--- config.mk ---
export PLATFORM = sky130hd
export DESIGN_NAME = key_debounce_multi
export DESIGN_NICKNAME = d
export VERILOG_FILES = /design/src/rtl/key_debounce_multi.sv
export SDC_FILE = /design/constraint.sdc
export NUM_CORES = 1
export LEC_CHECK = 0
export ABC_AREA = 1
export BUFFER_PORTS_ARGS = -buffer_cell sky130_fd_sc_hd__buf_2
export CAP_MARGIN = 20
export CORE_MARGIN = 1.5
export CORE_UTILIZATION = 40
export DETAILED_ROUTE_END_ITERATION = 16
export GPL_TIMING_DRIVEN = 1
export MAX_ROUTING_LAYER = met4
export PLACE_DENSITY = 0.69
export SLEW_MARGIN = 20
export SYNTH_ARGS = -nofsm -noshare
export SYNTH_HDL_FRONTEND = slang
export SYNTH_SLANG_ARGS = --single-unit
--- constraint.sdc ---
create_clock -name clk -period 1.2 [get_ports clk]
set_input_delay 0.24 -clock clk [delete_from_list [all_inputs] [get_ports clk]]
set_output_delay 0.24 -clock clk [all_outputs]
set_load 0.1 [all_outputs]
--- src/rtl/key_debounce_multi.sv ---
// -----------------------------------------------------------------------------
// key_debounce_multi
//
// Purpose:
//   Multi-channel push-button conditioner. Each of the N_KEYS raw, asynchronous
//   key pins is synchronised, debounced with a stable-count filter, and turned
//   into a debounced level plus one-cycle press / release / long-press pulses.
//   The long-press pulse can optionally auto-repeat while the key stays held.
//
// Parameters:
//   N_KEYS          number of independent key channels
//   ACTIVE_LOW      1: pressed = pin low, 0: pressed = pin high
//   DEBOUNCE_CYCLES consecutive stable cycles needed to accept a new level (>=1)
//   LONG_CYCLES     cycles after the press pulse until key_long (0 = disabled)
//   REPEAT_CYCLES   period of further key_long pulses while held (0 = single)
//
// Ports:
//   clk          system clock, rising edge
//   rst          synchronous reset, active-high
//   key_in       raw key pins, asynchronous to clk
//   key_state    debounced level per channel, 1 = pressed
//   key_press    one-cycle pulse when a press is accepted
//   key_release  one-cycle pulse when a release is accepted
//   key_long     one-cycle pulse(s) while a key is held long enough
// -----------------------------------------------------------------------------
module key_debounce_multi #(
    parameter int N_KEYS          = 3,
    parameter int ACTIVE_LOW      = 1,
    parameter int DEBOUNCE_CYCLES = 4,
    parameter int LONG_CYCLES     = 10,
    parameter int REPEAT_CYCLES   = 0
) (
    input  logic              clk,
    input  logic              rst,
    input  logic [N_KEYS-1:0] key_in,
    output logic [N_KEYS-1:0] key_state,
    output logic [N_KEYS-1:0] key_press,
    output logic [N_KEYS-1:0] key_release,
    output logic [N_KEYS-1:0] key_long
);

    // Pin level of a released key; also the polarity mask turning pins into
    // "1 = pressed" after synchronisation.
    localparam logic [N_KEYS-1:0] IDLE_VEC = (ACTIVE_LOW != 0) ? {N_KEYS{1'b1}} : {N_KEYS{1'b0}};

    localparam int DW = $clog2(DEBOUNCE_CYCLES + 1);
    localparam logic [DW-1:0] DLAST = DW'(DEBOUNCE_CYCLES - 1);

    // The hold counter has to reach the larger of the two hold intervals.
    localparam int HMAX = (LONG_CYCLES > REPEAT_CYCLES) ? LONG_CYCLES : REPEAT_CYCLES;
    localparam int HW   = (HMAX < 1) ? 1 : $clog2(HMAX + 1);
    localparam int LL   = (LONG_CYCLES > 0) ? LONG_CYCLES - 1 : 0;
    localparam int RL   = (REPEAT_CYCLES > 0) ? REPEAT_CYCLES - 1 : 0;
    localparam logic [HW-1:0] LLAST = HW'(LL);
    localparam logic [HW-1:0] RLAST = HW'(RL);
    localparam logic [HW-1:0] HSAT  = HW'(HMAX);

    logic [N_KEYS-1:0] sync1;
    logic [N_KEYS-1:0] sync2;
    logic [N_KEYS-1:0] raw;

    // Two-flop synchroniser; reset loads the idle pin level so that no press
    // is seen while the chain refills after reset.
    always_ff @(posedge clk) begin
        if (rst) begin
            sync1 <= IDLE_VEC;
            sync2 <= IDLE_VEC;
        end else begin
            sync1 <= key_in;
            sync2 <= sync1;
        end
    end

    assign raw = sync2 ^ IDLE_VEC;

    for (genvar i = 0; i < N_KEYS; i++) begin : g_ch
        logic          state_q;
        logic          press_q;
        logic          release_q;
        logic [DW-1:0] dcnt;
        logic          accept;

        // A new level is taken only after it differed from the accepted level
        // for DEBOUNCE_CYCLES consecutive cycles.
        assign accept = (raw[i] != state_q) && (dcnt == DLAST);

        // Debounce filter; press/release are registered alongside the level so
        // they coincide with the first cycle of the new key_state.
        always_ff @(posedge clk) begin
            if (rst) begin
                state_q   <= 1'b0;
                press_q   <= 1'b0;
                release_q <= 1'b0;
                dcnt      <= '0;
            end else begin
                press_q   <= 1'b0;
                release_q <= 1'b0;
                if (raw[i] == state_q) begin
                    dcnt <= '0;
                end else if (accept) begin
                    state_q   <= raw[i];
                    press_q   <= raw[i];
                    release_q <= ~raw[i];
                    dcnt      <= '0;
                end else begin
                    dcnt <= dcnt + 1'b1;
                end
            end
        end

        assign key_state[i]   = state_q;
        assign key_press[i]   = press_q;
        assign key_release[i] = release_q;

        if (LONG_CYCLES > 0) begin : g_long
            logic [HW-1:0] hcnt;
            logic          rep_q;
            logic          long_q;

            // Hold timer. Cleared while released and on the release edge, so a
            // release never coincides with key_long. After the first long pulse
            // it either saturates or restarts as the repeat-period timer.
            always_ff @(posedge clk) begin
                if (rst) begin
                    hcnt   <= '0;
                    rep_q  <= 1'b0;
                    long_q <= 1'b0;
                end else begin
                    long_q <= 1'b0;
                    if (!state_q || accept) begin
                        hcnt  <= '0;
                        rep_q <= 1'b0;
                    end else if (!rep_q && hcnt == LLAST) begin
                        long_q <= 1'b1;
                        if (REPEAT_CYCLES > 0) begin
                            hcnt  <= '0;
                            rep_q <= 1'b1;
                        end else begin
                            hcnt <= hcnt + 1'b1;
                        end
                    end else if (rep_q && hcnt == RLAST) begin
                        long_q <= 1'b1;
                        hcnt   <= '0;
                    end else if (hcnt != HSAT) begin
                        hcnt <= hcnt + 1'b1;
                    end
                end
            end

            assign key_long[i] = long_q;
        end else begin : g_nolong
            assign key_long[i] = 1'b0;
        end
    end

endmodule

Word-level counts from Yosys, hierarchy flattened
Cells that the tools add are included.

word-level totals
  logic and storage cells = 84
  bits of input ports = 5
  output and inout bits = 12
  register bits = 39

cells by class
  reduce and logical (&&, ||, !) cells = 24
  eq/ne operators = 15
  add/sub/neg operators = 6
  bitwise gates (word level) = 10
  muxes and demuxes = 9

operator list
  cell                                                 count
  2-to-1 mux 4 bit                                     6
  OR reduction 3 bit                                   6
  adder 4 x 1 -> 4 bit, second input constant          3
  equality test 4 bit, second input constant           3
  inequality test 4 bit, second input constant         3
  adder 3 x 1 -> 3 bit, second input constant          3
  equality test 3 x 2 -> 1 bit, second input constant  3
  inverter 1 bit                                       9
  nonzero test 3 bit                                   3
  AND reduction 2 bit                                  3
  OR reduction 2 bit                                   3
  equality test 1 bit                                  3
  logical AND 1 bit                                    3
  logical NOT 1 bit                                    3
  logical OR 1 bit                                     3
  2-to-1 mux 1 bit                                     3
  inequality test 1 bit                                3
  inverter 3 bit                                       1

Longest topological paths before layout
  depth after elaboration = 5
  gate-level depth with buffers = 8
  gate-level depth less buffers = 8

Least setup slack after synthesis
No wires, ideal clock.

  path kind = flip-flop to flip-flop
  from = reg g_ch[1].dcnt[0]
  to = reg g_ch[1].g_long.hcnt[1]
  slack = 0.060 ns
  arrival = 1.078 ns
  stages on the path, launching flop included = 8
  cell sequence = dfxtp_1 ha_1 ha_1 nand2_2 nand3_4 inv_2 nand2_1 nor2_2

between the ends
  longest elaborated chain between the ends = 4

RTL lines
  element                              line  RTL
  start: declaration                   80    logic [DW-1:0] dcnt;
  start signal: assignment             106   dcnt <= dcnt + 1'b1;
  equality test 3 x 2 -> 1 bit         85    assign accept = (raw[i] != state_q) && (dcnt == DLAST);
  logical AND 1 bit                    85
  logical OR 1 bit                     130   if (!state_q || accept) begin
  OR reduction 2 bit (no source line)  -
  end signal: assignment               139   hcnt <= hcnt + 1'b1;
  end signal: assignment               145   hcnt <= hcnt + 1'b1;
  end: declaration                     116   logic [HW-1:0] hcnt;

Every way passes these cells.
A chain may end at the register's enable or synchronous reset.

Worst setup path after layout
  from = reg g_ch[2].dcnt[0]
  to = reg g_ch[2].g_long.hcnt[0]

between the ends
  longest elaborated chain between the ends = 4

RTL lines
  element                              line
  start: declaration                   80
  start signal: assignment             106
  equality test 3 x 2 -> 1 bit         85
  logical AND 1 bit                    85
  logical OR 1 bit                     130
  OR reduction 2 bit (no source line)  -
  end signal: assignment               139
  end signal: assignment               145
  end: declaration                     116

Every way passes these cells.

==> run summary <==
Iteration-0 DRC Markers: 63
share of layout cells above drive strength 1: 34.3%
GPL Wtd Cong: 0.774
Post-synth EDFFs: 0
WL final: 2.49 mm
Yosys reg bits: 39
LEAKAGE: 0.934 nW
post-layout power: 2.47 mW
leading area contributor after synthesis: dfxtp_1
final hold vios: 0
Syn Nets: 221
Fin Setup TNS: 0 ns
final routed DRC violation total: 0
Critical Path End Type: register
top_reg_cell synth: dfxtp_1
Yosys warning total: 0
count leader, synth: dfxtp_1
vias in the first global route: 1,120
synth-to-layout area growth: 24.7%
via count: 1,191
num ports: 17
Yosys cell types: 24
Min Clock Period, post-route: 1.15 ns
antenna violations before repair: 0
status: completed
Worst-path clk slew: 0.07 ns
Die Ht: 69.3 um
GRT Total Usage: 11.4%
worst-margin pin slew: 0.267 ns
worst-skew pair later-pin latency: 0.29 ns
CTS root buffer: clkbuf_8
# Max-Cap Violations: 0
Port Buffers: 16
Final Slew Violations: 0
period utilisation layout: 96.2%
first-pass GRT wire length: 4.35 mm
WP data arrival: 1.37 ns
antenna fix cells: 0
HP Class: input pin to register
Peak supply drop: 0.000705 V
number of fillers in the final layout: 381
Overflow after GRT: 0
# clock sinks: 39
CTS max path bufs: 2
H-tree levels: 2
Std-Cell Rows: 23
die width: 69.3 um
ys async rst share: 0%
RSZ-0062 raised after global routing: true
Max Clk Rate: 866 MHz
top post-synthesis cells by area: dfxtp_1 (44%), ha_1 (11%), inv_1 (6.6%)
most frequent cells after synthesis: dfxtp_1 (39), inv_1 (31), nand2_1 (25)
initial cell density of the core: 42.7%
CP max FO: 6
Mapped Cells: 201
TritonRoute pass-1 iters: 4
Avg WL per Cell: 9.36 um
PwrDens: 1130 nW/um^2
Cell Area, Placed: 2000 um^2
largest net degree at the start of global routing: 13
crit path kind: register to register
core area: 4120 um^2
Clock Skew: 0.00253 ns
hpwl dp: 1.82 mm
Yosys top cell area share: 44.4%
Slew HR: 82.2%
Worst Setup Start Kind: register
Setup violations, final: 0
syn_area_per_cell: 8.74 um^2
nets@finish: 235
vias per cell: 4.48
die area: 4800 um^2
clock tree from TritonCTS: done
post-synthesis cell area: 1760 um^2
fin area: 2190 um^2
register area share after synthesis: 44.4%
antenna viol nets, final: 0
Worst EP required: 1.41 ns
TritonCTS Buffers: 5
per-stage QoR:
stage	setup slack [ns]	std cells	hold WS (ns)	utilization, %
2_1_floorplan	0.0601	201	0.337	-
3_3_place_gp	0.0163	257	0.394	48.6
3_5_place_dp	-0.0192	257	0.404	48.6
4_1_cts	0.00424	265	0.115	51.7
5_1_grt	-0.0189	266	0.121	53.2
6_report	0.0451	266	0.125	53.2
repair_timing:
item	CTS	global route
pin swaps	0	4
endpoints found under the hold margin	0	0
gates resized for setup	4	19
endpoints found under the setup margin	6	16
hold buffers	0	0
buffers inserted	0	1
worst max-delay path, cell delays in order (launching register included):
cell and delay, ns:
dfxtp_1 0.31, ha_1 0.19, ha_2 0.20, a21oi_2 0.13, nand2_2 0.11, a21oi_1 0.14
cells in the final DEF (no fill, tap or decap), types with 7 or more instances in the layout:
cell type  instances
buf_12            12
nor2_1            17
inv_1             30
nand4_1            7
ha_1              10
nand3_1            8
nand2_1           24
dfxtp_1           30
dfxtp_2            9
worst paths after layout:
check,start,to,slack [ns],cells past startpoint
worst min register to register,g_ch[1].dcnt[0],g_ch[1].dcnt[0],0.41,1
worst min-delay path,key_in[1],sync1[1],0.13,2
worst max register to register,g_ch[2].dcnt[0],g_ch[2].g_long.hcnt[0],0.05,5
worst max-delay path,g_ch[2].dcnt[0],g_ch[2].g_long.hcnt[0],0.05,5
state kept, by name (all words and copies together), names as in the netlist:
signal	count
g_ch.state_q	3
g_ch.g_long.hcnt	12
g_ch.press_q	3
g_ch.g_long.long_q	3
g_ch.dcnt	9
g_ch.release_q	3
sync1	3
sync2	3
logic make-up (layout without fill, tap and decap cells):
| group | Yosys count | after routing | synth area share [%] |
|---|---|---|---|
| flops | 39 | 39 | 44.4 |
| compound gates | 7 | 7 | 2.21 |
| fa+ha+maj | 15 | 15 | 10.7 |
| simple gates | 90 | 90 | 28.3 |
| buf+inv | 48 | 63 | 13.4 |
| xor+xnor | 2 | 2 | 0.997 |
per-layer routing:
metal | global-route usage (%) | routed length (um)
met5 | - | 0
met4 | 5.23 | 44
met3 | 3.49 | 91
met2 | 18.6 | 1180
met1 | 12.9 | 1180
report_power, final:
group	total, mW	internal [mW]	switching (mW)
sequential	1.31	1.31	0.00758
combinational	0.0421	0.0157	0.0264
clock	1.11	0.672	0.442
total	2.47	1.99	0.476
layout make-up:
class	instances	area [um^2]	share of cell area, %
Multi-Input combinational cell	114	795	36.3
Sequential cell	39	792	36.2
Timing Repair Buffer	20	290	13.2
Inverter	35	134	6.11
Clock buffer	6	82.6	3.77
Tap cell	50	62.6	2.86
Clock inverter	2	35.0	1.60
No activity file was read; power rests on OpenSTA's default activity.
